<file path="src/rtl/trace_pkg.sv">
`default_nettype none
// +----------------------------------------------------------------------+
// | trace_pkg                                                            |
// | Shared character constants, FSM states and width helper for the      |
// | trace line arbiter.                                                  |
// | Revision: 1.0                                                        |
// +----------------------------------------------------------------------+
package trace_pkg;

  localparam logic [7:0] CH_START  = 8'h5E;  // '^'
  localparam logic [7:0] CH_END    = 8'h23;  // '#'
  localparam logic [7:0] CH_RESYNC = 8'h0A;

  typedef enum logic [1:0] {
    IDLE  = 2'd0,
    BUSY  = 2'd1,
    ABORT = 2'd2
  } state_t;

  function automatic int sw_width(input int n);
    return (n > 1) ? $clog2(n) : 1;
  endfunction

endpackage
`default_nettype wire

</file>
<file path="src/rtl/rr_picker.sv">
`default_nettype none
// +----------------------------------------------------------------------+
// | rr_picker                                                            |
// | Combinational round-robin pick: first request after i_ptr, wrapping. |
// | Revision: 1.0                                                        |
// +----------------------------------------------------------------------+
module rr_picker #(
  parameter int N  = 4,
  parameter int SW = 2
) (
  input  logic [N-1:0]  i_req,
  input  logic [SW-1:0] i_ptr,
  output logic [N-1:0]  o_gnt,
  output logic [SW-1:0] o_idx
);

  logic          w_found;
  logic [SW-1:0] w_cand_idx;

  always_comb begin
    o_gnt      = '0;
    o_idx      = '0;
    w_found    = 1'b0;
    w_cand_idx = '0;
    // The pointer itself is visited last, so the previous winner has lowest priority.
    for (int k = 1; k <= N; k++) begin
      w_cand_idx = SW'((int'(i_ptr) + k) % N);
      if (!w_found && i_req[w_cand_idx]) begin
        w_found           = 1'b1;
        o_gnt[w_cand_idx] = 1'b1;
        o_idx             = w_cand_idx;
      end
    end
  end

endmodule
`default_nettype wire

</file>
<file path="src/rtl/trace_line_arbiter.sv">
`default_nettype none
// +----------------------------------------------------------------------+
// | trace_line_arbiter                                                   |
// | Grants whole '^'..'#' trace lines from N sources round-robin onto    |
// | one registered character stream; aborts stalled/overlong lines.      |
// | Revision: 1.0                                                        |
// +----------------------------------------------------------------------+
module trace_line_arbiter
  import trace_pkg::*;
#(
  parameter int N_SRC   = 4,
  parameter int TIMEOUT = 16,
  parameter int MAX_LEN = 48,
  localparam int SW     = sw_width(N_SRC)
) (
  input  logic                 clk,
  input  logic                 reset,
  input  logic [N_SRC-1:0]     in_valid,
  input  logic [8*N_SRC-1:0]   in_char,
  output logic [N_SRC-1:0]     in_ready,
  output logic                 out_valid,
  output logic [7:0]           out_char,
  output logic [SW-1:0]        out_src,
  output logic                 out_abort,
  output logic [15:0]          line_cnt,
  output logic [7:0]           abort_cnt
);

  state_t        r_state, w_state_nxt;
  logic [SW-1:0] r_rr_ptr, r_grant;
  logic [7:0]    r_len, r_idle_cnt;
  logic          r_out_valid, r_out_abort;
  logic [7:0]    r_out_char;
  logic [SW-1:0] r_out_src;
  logic [15:0]   r_line_cnt;
  logic [7:0]    r_abort_cnt;

  logic [7:0]       w_chars [N_SRC];
  logic [N_SRC-1:0] w_is_start, w_cand, w_pick_gnt;
  logic [SW-1:0]    w_pick_idx;
  logic [7:0]       w_gchar;
  logic             w_gvalid;
  logic             w_take_start, w_fwd, w_line_done, w_idle_tick;

  for (genvar i = 0; i < N_SRC; i++) begin : g_src
    assign w_chars[i]    = in_char[8*i +: 8];
    assign w_is_start[i] = (w_chars[i] == CH_START);
  end

  assign w_cand   = in_valid & w_is_start;
  assign w_gchar  = w_chars[r_grant];
  assign w_gvalid = in_valid[r_grant];

  rr_picker #(.N(N_SRC), .SW(SW)) u_pick (
    .i_req (w_cand),
    .i_ptr (r_rr_ptr),
    .o_gnt (w_pick_gnt),
    .o_idx (w_pick_idx)
  );

  always_comb begin
    w_state_nxt  = r_state;
    in_ready     = ~w_is_start;  // non-granted sources: flush data, hold '^'
    w_take_start = 1'b0;
    w_fwd        = 1'b0;
    w_line_done  = 1'b0;
    w_idle_tick  = 1'b0;
    case (r_state)
      IDLE: begin
        in_ready = ~w_is_start | w_pick_gnt;
        if (|w_cand) begin
          w_take_start = 1'b1;
          w_state_nxt  = BUSY;
        end
      end
      BUSY: begin
        in_ready[r_grant] = 1'b1;
        // A closing '#' beats both abort conditions in the same cycle.
        if (w_gvalid && (w_gchar == CH_END)) begin
          w_fwd       = 1'b1;
          w_line_done = 1'b1;
          w_state_nxt = IDLE;
        end else if ((r_idle_cnt == 8'(TIMEOUT)) ||
                     (w_gvalid && (r_len == 8'(MAX_LEN - 1)))) begin
          w_state_nxt = ABORT;
        end else if (w_gvalid) begin
          w_fwd = 1'b1;
        end else begin
          w_idle_tick = 1'b1;
        end
      end
      ABORT:   w_state_nxt = IDLE;
      default: w_state_nxt = IDLE;
    endcase
  end

  always_ff @(posedge clk) begin
    if (reset) begin
      r_state     <= IDLE;
      r_rr_ptr    <= SW'(N_SRC - 1);
      r_grant     <= '0;
      r_len       <= '0;
      r_idle_cnt  <= '0;
      r_out_valid <= 1'b0;
      r_out_abort <= 1'b0;
      r_out_char  <= '0;
      r_out_src   <= '0;
      r_line_cnt  <= '0;
      r_abort_cnt <= '0;
    end else begin
      r_state     <= w_state_nxt;
      r_out_valid <= 1'b0;
      r_out_abort <= 1'b0;
      if (w_take_start) begin
        r_grant     <= w_pick_idx;
        r_rr_ptr    <= w_pick_idx;
        r_len       <= 8'd1;
        r_idle_cnt  <= '0;
        r_out_valid <= 1'b1;
        r_out_char  <= CH_START;
        r_out_src   <= w_pick_idx;
      end
      if (w_fwd) begin
        r_len       <= r_len + 8'd1;
        r_idle_cnt  <= '0;
        r_out_valid <= 1'b1;
        r_out_char  <= w_gchar;
        r_out_src   <= r_grant;
      end
      if (w_idle_tick) r_idle_cnt <= r_idle_cnt + 8'd1;
      if (w_line_done) r_line_cnt <= r_line_cnt + 16'd1;
      if (r_state == ABORT) begin
        r_out_valid <= 1'b1;
        r_out_abort <= 1'b1;
        r_out_char  <= CH_RESYNC;
        r_out_src   <= r_grant;
        if (r_abort_cnt != 8'hFF) r_abort_cnt <= r_abort_cnt + 8'd1;
      end
    end
  end

  assign out_valid = r_out_valid;
  assign out_char  = r_out_char;
  assign out_src   = r_out_src;
  assign out_abort = r_out_abort;
  assign line_cnt  = r_line_cnt;
  assign abort_cnt = r_abort_cnt;

endmodule
`default_nettype wire
</file>
<file path="config.mk">
export PLATFORM = sky130hd
export DESIGN_NAME = trace_line_arbiter
export DESIGN_NICKNAME = d
export VERILOG_FILES = /design/src/rtl/trace_pkg.sv /design/src/rtl/rr_picker.sv /design/src/rtl/trace_line_arbiter.sv
export SDC_FILE = /design/constraint.sdc
export NUM_CORES = 1
export LEC_CHECK = 0
export CELL_PAD_IN_SITES_DETAIL_PLACEMENT = 0
export CELL_PAD_IN_SITES_GLOBAL_PLACEMENT = 2
export CORE_UTILIZATION = 32
export DETAILED_ROUTE_END_ITERATION = 8
export GPL_TIMING_DRIVEN = 0
export PLACE_DENSITY = 0.95
export SLEW_MARGIN = 20
export SYNTH_ARGS = -nofsm -noshare
export SYNTH_HDL_FRONTEND = slang
export SYNTH_SLANG_ARGS = --single-unit
export TNS_END_PERCENT = 30
</file>
<file path="constraint.sdc">
create_clock -name clk -period 7.5 [get_ports clk]
set_clock_uncertainty 0.1 [all_clocks]
set_input_delay 2.25 -clock clk [delete_from_list [all_inputs] [get_ports clk]]
set_output_delay 2.25 -clock clk [all_outputs]
set_load 0.005 [all_outputs]
</file>
==> results by group <==
Timing
  • Min Tclk post-route: 7.22 ns
  • Final setup violation count: 0
  • Max-slew headroom: 40.7%
  • Worst hold margin: 0.388 ns
  • RSZ-0062 raised after global routing: false
  • Final Hold Viols: 0
  • Slew @ Worst Pin: 0.880 ns
  • Crit share post-route: 96.3%
  • Max Slew Vio Count: 0
  • Max frequency: 139 MHz

Setup path
  • Crit path depth: 9
  • CP arrival: 4.87 ns
  • Worst-path cell chain: clkdlybuf4s50_1, nand4bb_1, nor3_2, mux4_2, nor2_1, clkbuf_2, a311oi_1, a31oi_1, clkdlybuf4s50_1
  • CP Capture Point: in_ready[2]
  • R2R Setup Slk: 4.09 ns
  • R2R Path Start: r_rr_ptr[0]$_SDFFE_PP1P_
  • Crit Path Max Fanout: 10
  • Critical path launch point: in_char[7]
  • Critical path class: in2out
  • Delay of the slowest critical-path stage: 0.45 ns
  • Critical path data required time: 5.15 ns
  • Buf+Inv Stages, Crit Path: 3
  • CP most frequent cell: clkdlybuf4s50_1
  • FF-to-FF path depth: 9
  • Crit path max-delay cell type: clkdlybuf4s50_1
  • CP startpoint kind: primary input
  • Worst R2R End: r_grant[1]$_SDFFE_PP0P_
  • Cell family with most CP delay: buffers and inverters
  • Setup crit end kind: output pin

Cells and area
  • Register area: 0.00116 sq mm
  • Share of cells above drive strength 1: 9.94%
  • Fin area: 0.00477 sq mm
  • Antenna cells: 0
  • Fin nets: 549
  • Area of the multi-input gates: 0.00224 sq mm
  • Area delta synth->final: 35.2%
  • Fill count: 1039

Clocking
  • Worst-path clk slew: 0.07 ns
  • CTS root buf: clkbuf_8
  • Max clock buf depth: 2
  • CTS tree: yes
  • Hold buffer count at CTS: 0
  • Clock Sinks: 58
  • CTS buffer count: 9
  • Number of H-tree levels: 3
  • Worst skew pair latency: 0.34 ns

Drt
  • Routed vias: 3473
  • DR WL met3: 503 microns
  • Total detailed-routing wirelength: 9.89 mm
  • Drt first-iter violations: 242
  • Routed length per instance: 15.5 microns
  • Vias per inst: 5.44
  • Highest metal used: met4
  • Met2 routed WL: 4.53 mm
  • TritonRoute pass-1 iters: 4
  • Post-route ant nets: 0
  • DR DRC count: 0
  • Met1 Wirelength: 4.70 mm

Synthesis
  • Netlist cell types: 51
  • Synthesized area: 0.00353 sq mm
  • Mapped Cells: 410
  • Most used DFF post-synth: dfxtp_1
  • Seq/Total Area, Yosys: 32.9%
  • EDFF count, synth: 0
  • Yosys warnings: 0
  • Avg Cell Area, Syn: 8.61 sq um
  • Synthesis-stage register bit count: 58
  • Synth async-reset ratio: 0%
  • Mapped Nets: 461

Power and ir drop
  • Switching part of the total: 20.3%
  • Power after layout: 756 uW
  • Switching Power: 153 uW
  • Pleak: 1.66 nW
  • Peak VDD IR: 0.0986 mV
  • Internal Power: 602 uW
  • Power Density: 158 mW/mm^2
  • Seq pwr share: 41.2%
  • Combinational Power Share: 7.3%
  • Clk network pwr share: 51.5%

Global routing
  • Initial antenna violation count: 0
  • Largest net degree at the start of global routing: 11
  • First-pass GRT wire length: 16.1 mm
  • GRT Resource Usage Total: 17.7%
  • Vias in the first global route: 3318
  • Overflow after GRT: 0

Job
  • Max-Cap Viols: 0

Die
  • Core Region: 0.0105 sq mm
  • Die ar.: 0.0115 sq mm
  • I/O pins: 78
  • Cell Rows: 37
  • Die Y: 107 microns
  • Starting Density: 33.6%
  • Die boundary width: 107 microns

Placement
  • Hpwl dp: 7.55 mm
  • # port buffers: 77
  • Gpl congestion: 0.866
  • Placed Area: 0.00447 sq mm

Status
  • Run status: finished, final reports clean

Hold path
  • Hold WC Path Type: reg2reg
-- state kept, by name, indices dropped and copies added (netlist names) --
register / count
line_cnt: 16
abort_cnt: 8
out_char: 8
r_idle_cnt: 8
r_len: 8
out_src: 2
r_grant: 2
r_rr_ptr: 2
r_state: 2
out_abort: 1
out_valid: 1
-- cell usage after synthesis (all sizes together) (6+ instances only) --
master  number  area, sq um
a311oi       7         61.3
nand2       24         90.1
nor4        11         68.8
xnor2       11         96.3
nor2b        8         50.1
nor3        26          135
clkbuf      10         37.5
nand3       24          120
o21ai        7         35.0
mux2         6         67.6
ha          13          163
mux4        11          255
nand4       13         81.3
buf          9         67.6
dfxtp       58         1160
nor2        45          169
a31oi       10         62.6
and3         9         56.3
a21oi       22          110
inv         15         56.3
-- worst min path at each step --
stage / from / to / slack, ns / cells after the start
floorplan: r_len[0]$_SDFFE_PP0P_ / r_len[0]$_SDFFE_PP0P_ / 0.36 / 1
global placement: out_char[7]$_SDFFE_PP0P_ / out_char[7]$_SDFFE_PP0P_ / 0.37 / 2
detailed placement: out_char[5]$_SDFFE_PP0P_ / out_char[5]$_SDFFE_PP0P_ / 0.37 / 2
CTS: out_char[5]$_SDFFE_PP0P_ / out_char[5]$_SDFFE_PP0P_ / 0.38 / 2
global route: r_len[1]$_SDFFE_PP0P_ / r_len[1]$_SDFFE_PP0P_ / 0.41 / 2
finish: r_len[1]$_SDFFE_PP0P_ / r_len[1]$_SDFFE_PP0P_ / 0.39 / 2
-- through the flow --
step	utilization [%]	cells	setup TNS [ns]	setup WS, ns
after floorplan	-	410	0	1.20
after global placement	42.6	623	-0.0288	-0.0211
after detailed placement	42.6	623	0	0.00532
after CTS	45.1	639	0	0.0288
after global routing	45.4	639	0	0.0497
final	45.4	639	0	0.280
-- area by class of cell --
type,instances,share of cell area (%)
Tap cell,136,3.56
Timing Repair Buffer,77,16.1
Multi-Input combinational cell,317,46.9
Buffer,19,2.23
Inverter,16,1.26
Clock buffer,11,2.96
Clock inverter,5,2.62
Sequential cell,58,24.3
-- repair_timing --
action	in CTS	in global routing
setup buffers	0	0
pin swaps	0	0
setup endpoints to repair	2	4
gates resized for setup	1	7
-- power by group through the flow --
stage | logic [mW] | registers (mW) | clock network (mW)
after detailed placement | 0.0544 | 0.318 | 0
after global placement | 0.0537 | 0.318 | 0
after global routing | 0.0595 | 0.311 | 0.409
final | 0.0552 | 0.311 | 0.389
after floorplan | 0.0224 | 0.318 | 0
after CTS | 0.0546 | 0.311 | 0.395
-- metal layers --
layer	vias to the layer above	global-route usage, %
li1	1717	-
met1	1654	23.5
met2	87	28.5
met3	15	4.07
met4	0	4.89
met5	-	0
-- cells by family (layout without fill, tap and decap cells) --
group | Yosys count | after routing | share of synthesized area [%]
simple gates | 192 | 192 | 28.9
compound gates | 75 | 75 | 14.7
flops | 58 | 58 | 32.9
buf+inv | 35 | 128 | 4.68
mux | 21 | 21 | 10.3
xor+xnor | 16 | 16 | 3.97
fa+ha+maj | 13 | 13 | 4.61
-- cell usage in the layout, fill, tap and decap left out, types with 5 or more instances in the layout --
master / count
mux4_2: 9
or3_1: 5
o21ai_0: 7
xor2_1: 5
nor2_1: 45
dfxtp_1: 58
nand2b_1: 5
mux2_2: 6
nand4_1: 13
clkdlybuf4s50_1: 77
clkbuf_1: 10
a311oi_1: 7
and3_1: 9
nand3_1: 24
clkbuf_8: 10
nor2b_1: 8
nor3_1: 21
xnor2_1: 11
ha_1: 13
inv_1: 15
a21oi_1: 22
nor3_2: 5
nand2_1: 24
nor4_1: 10
a31oi_1: 10
-- worst reg2reg max path, cell delays in order, from the launching register on --
cell and delay (ns):
dfxtp_1 0.43, buf_2 0.25, clkinv_1 0.31, ha_1 0.39, clkbuf_1 0.30, inv_1 0.16, a211oi_1 0.50, o21a_1 0.35
a31oi_1 0.13, a221oi_1 0.39
No activity file was read; power rests on OpenSTA's default activity.
==> RTL edit: new RTL, config.mk and constraints unchanged <==
Re-encode `state_t` (3 states) as one-hot, 3 bits wide.
--- a/src/rtl/trace_pkg.sv
+++ b/src/rtl/trace_pkg.sv
@@ -13,6 +13,6 @@
 
-  typedef enum logic [1:0] {
-    IDLE  = 2'd0,
-    BUSY  = 2'd1,
-    ABORT = 2'd2
+  typedef enum logic [2:0] {
+    IDLE  = 3'b001,
+    BUSY  = 3'b010,
+    ABORT = 3'b100
   } state_t;
Check against the original RTL: same outputs for any inputs over 4 cycles, from zero or initial values and one cycle with reset high; so few cycles prove little.
==> RTL edit against the original RTL <==
Routed wire length is 5.7% higher; non-clock buffer count is 13 higher; combinational power is 6.0% lower; synthesized area is 3.0% higher; first-iteration DRC count is 6.6% lower; power is 11% higher; worst hold slack worse by 0.022 ns; critical path depth stayed put; design area is 7.4% higher; sequential share of layout area is 1.3 points lower; sequential cell count is 1 higher; sequential power is 1% higher; worst setup slack worse by 0.22 ns; register-to-register slack better by 0.08 ns; highest routed layer unchanged.
==> RTL edit: results (changes against the original RTL) <==
GR Util met1=0.241 (was 0.235); worst reg-to-reg setup slack=4.17 ns (was 4.09 ns); biggest area contributors in the synthesized netlist=sky130_fd_sc_hd__dfxtp_1 32%, sky130_fd_sc_hd__mux4_2 7.4%, sky130_fd_sc_hd__nor2_1 5.3% (was sky130_fd_sc_hd__dfxtp_1 33%, sky130_fd_sc_hd__mux4_2 5.7%, sky130_fd_sc_hd__nor2_1 4.8%); Lkg Pwr=1.84 nW (was 1.66 nW); number of cells in the design after placement=654 (was 623); mean cell area of the mapped netlist=8.33 sq um (was 8.61 sq um); number of distinct library cells after synthesis=59 (was 51); terminating pin of the worst hold path=out_char[0] (was r_len[1]); met3 global-route usage=0.0377 (was 0.0407); first-pass iteration count of the detailed router=5 (was 4); worst reg2reg path depth=10 (was 9); launch instance of the worst min-delay path=out_char[0] (was r_len[1]); syn_nets=488 (was 461); GR Util met2=0.289 (was 0.285); net switching power=0.000160 W (was 0.000153 W); vias in the first global route=3440 (was 3318); number of vias per cell after detailed routing=5.39 (was 5.44); wire length of the first global-routing pass=16600 microns (was 16100 microns); worst hold margin=0.365 ns (was 0.388 ns); critical-path maximum fanout=7 (was 10); Slowest Stage Delay on Critical Path=0.54 ns (was 0.45 ns); fraction of final layout cells sized beyond drive strength 1=0.116 (was 0.0994); starting DRC count in detailed routing=226 (was 242); measured slew at the worst slew-check pin=1.08 ns (was 0.880 ns); average wire length per cell after detail routing=15.4 microns (was 15.5 microns); destination of the worst register-to-register timing path=out_src[0] (was r_grant[1]); Critical R2R Launch=r_rr_ptr[1] (was r_rr_ptr[0]); antenna-violating nets left=0 (unchanged); non-filler cells, final=681 (was 639); Peak supply drop=0.107 mV (was 0.0986 mV); cell with the largest stage delay on the worst path=sky130_fd_sc_hd__mux4_2 (was sky130_fd_sc_hd__clkdlybuf4s50_1); Post-layout nets=587 (was 549); top cell type's share of synthesized area=0.325 (was 0.329); total routing usage reported by global routing=0.182 (was 0.177); clock edge transition at the registers on the reported setup and hold paths=0.05 ns (was 0.07 ns); result of the run=finished clean (unchanged); Arrival @ worst endpoint=5.09 ns (was 4.87 ns); CTS Root Cell=sky130_fd_sc_hd__clkbuf_16 (was sky130_fd_sc_hd__clkbuf_8); leading cell types by count after synthesis=59 x sky130_fd_sc_hd__dfxtp_1, 51 x sky130_fd_sc_hd__nor2_1, 48 x sky130_fd_sc_hd__nand2_1 (was 58 x sky130_fd_sc_hd__dfxtp_1, 45 x sky130_fd_sc_hd__nor2_1, 25 x sky130_fd_sc_hd__nor3_1); pin count of the biggest net entering global routing=12 (was 11); number of fill cells=1073 (was 1039); latest clock arrival within the worst-skew pair=0.32 ns (was 0.34 ns); share of synthesized area occupied by flip-flops and latches=0.325 (was 0.329)
==> RTL edit: how the worst max path moves through the flow <==
stage,start,to,slack [ns],cells past startpoint
3_3_place_gp,in_char[23],in_ready[1],-0.34,9
5_1_grt,in_char[22],in_ready[3],-0.04,10
4_1_cts,in_char[14],in_ready[1],0.007,9
6_report,in_char[12],in_ready[1],0.06,9
2_1_floorplan,in_char[23],in_ready[1],1.07,7
3_5_place_dp,in_char[30],in_ready[1],-0.37,10
==> RTL edit: logic make-up (layout without fill, tap and decap cells) <==
family | Yosys count | in the layout | synth area share
buffers and inverters | 34 | 138 | 0.0413
flip-flops | 59 | 59 | 0.325
multiplexers | 17 | 17 | 0.0880
XOR/XNOR | 17 | 17 | 0.0409
AO/OA/AOI/OAI | 96 | 96 | 0.165
AND/OR/NAND/NOR | 201 | 201 | 0.296
adder cells (fa/ha/maj) | 13 | 13 | 0.0447
==> RTL edit: per-layer routing <==
| metal | wire length, microns | vias up |
|---|---|---|
| met3 | 539 | 16 |
| met2 | 4930 | 113 |
| li1 | - | 1808 |
| met5 | 0 | - |
| met1 | 4750 | 1734 |
| met4 | 235 | 0 |
==> RTL edit: worst min-delay path: cells and delay by family (launching register included) <==
family | cells | cell delay [ns]
simple gates | 1 | 0.06
flops | 1 | 0.30
compound gates | 1 | 0.05
==> RTL edit: power by group through the flow <==
stage          combinational, W  clock [W]  sequential [W]
5_1_grt               0.0000552   0.000490        0.000314
3_3_place_gp          0.0000465          0        0.000321
3_5_place_dp          0.0000469          0        0.000321
4_1_cts               0.0000510   0.000475        0.000315
6_report              0.0000519   0.000468        0.000315
2_1_floorplan         0.0000173          0        0.000321
==> RTL edit: metrics by stage <==
| stage | TNS [ns] | instance area [sq um] | worst slack (ns) |
|---|---|---|---|
| floorplan | 0 | 3640 | 1.07 |
| global placement | -1.16 | 4580 | -0.340 |
| detailed placement | -1.26 | 4580 | -0.367 |
| CTS | 0 | 5050 | 0.00736 |
| global route | -0.0819 | 5130 | -0.0410 |
| finish | 0 | 5130 | 0.0642 |
==> RTL edit: cell type report <==
cell class,instances,area share
flip-flops and latches,59,0.230
repair buffers,89,0.168
clock buffers,11,0.0473
well taps,140,0.0342
clock inverters,5,0.0195
multi-input cells,344,0.472
inverters,13,0.00951
plain buffers,20,0.0193
==> RTL edit: timing repair <==
item,4_1_cts,5_1_grt
setup endpoints to repair,4,3
setup buffers,5,7
pin swaps,2,5
gates resized for setup,16,8
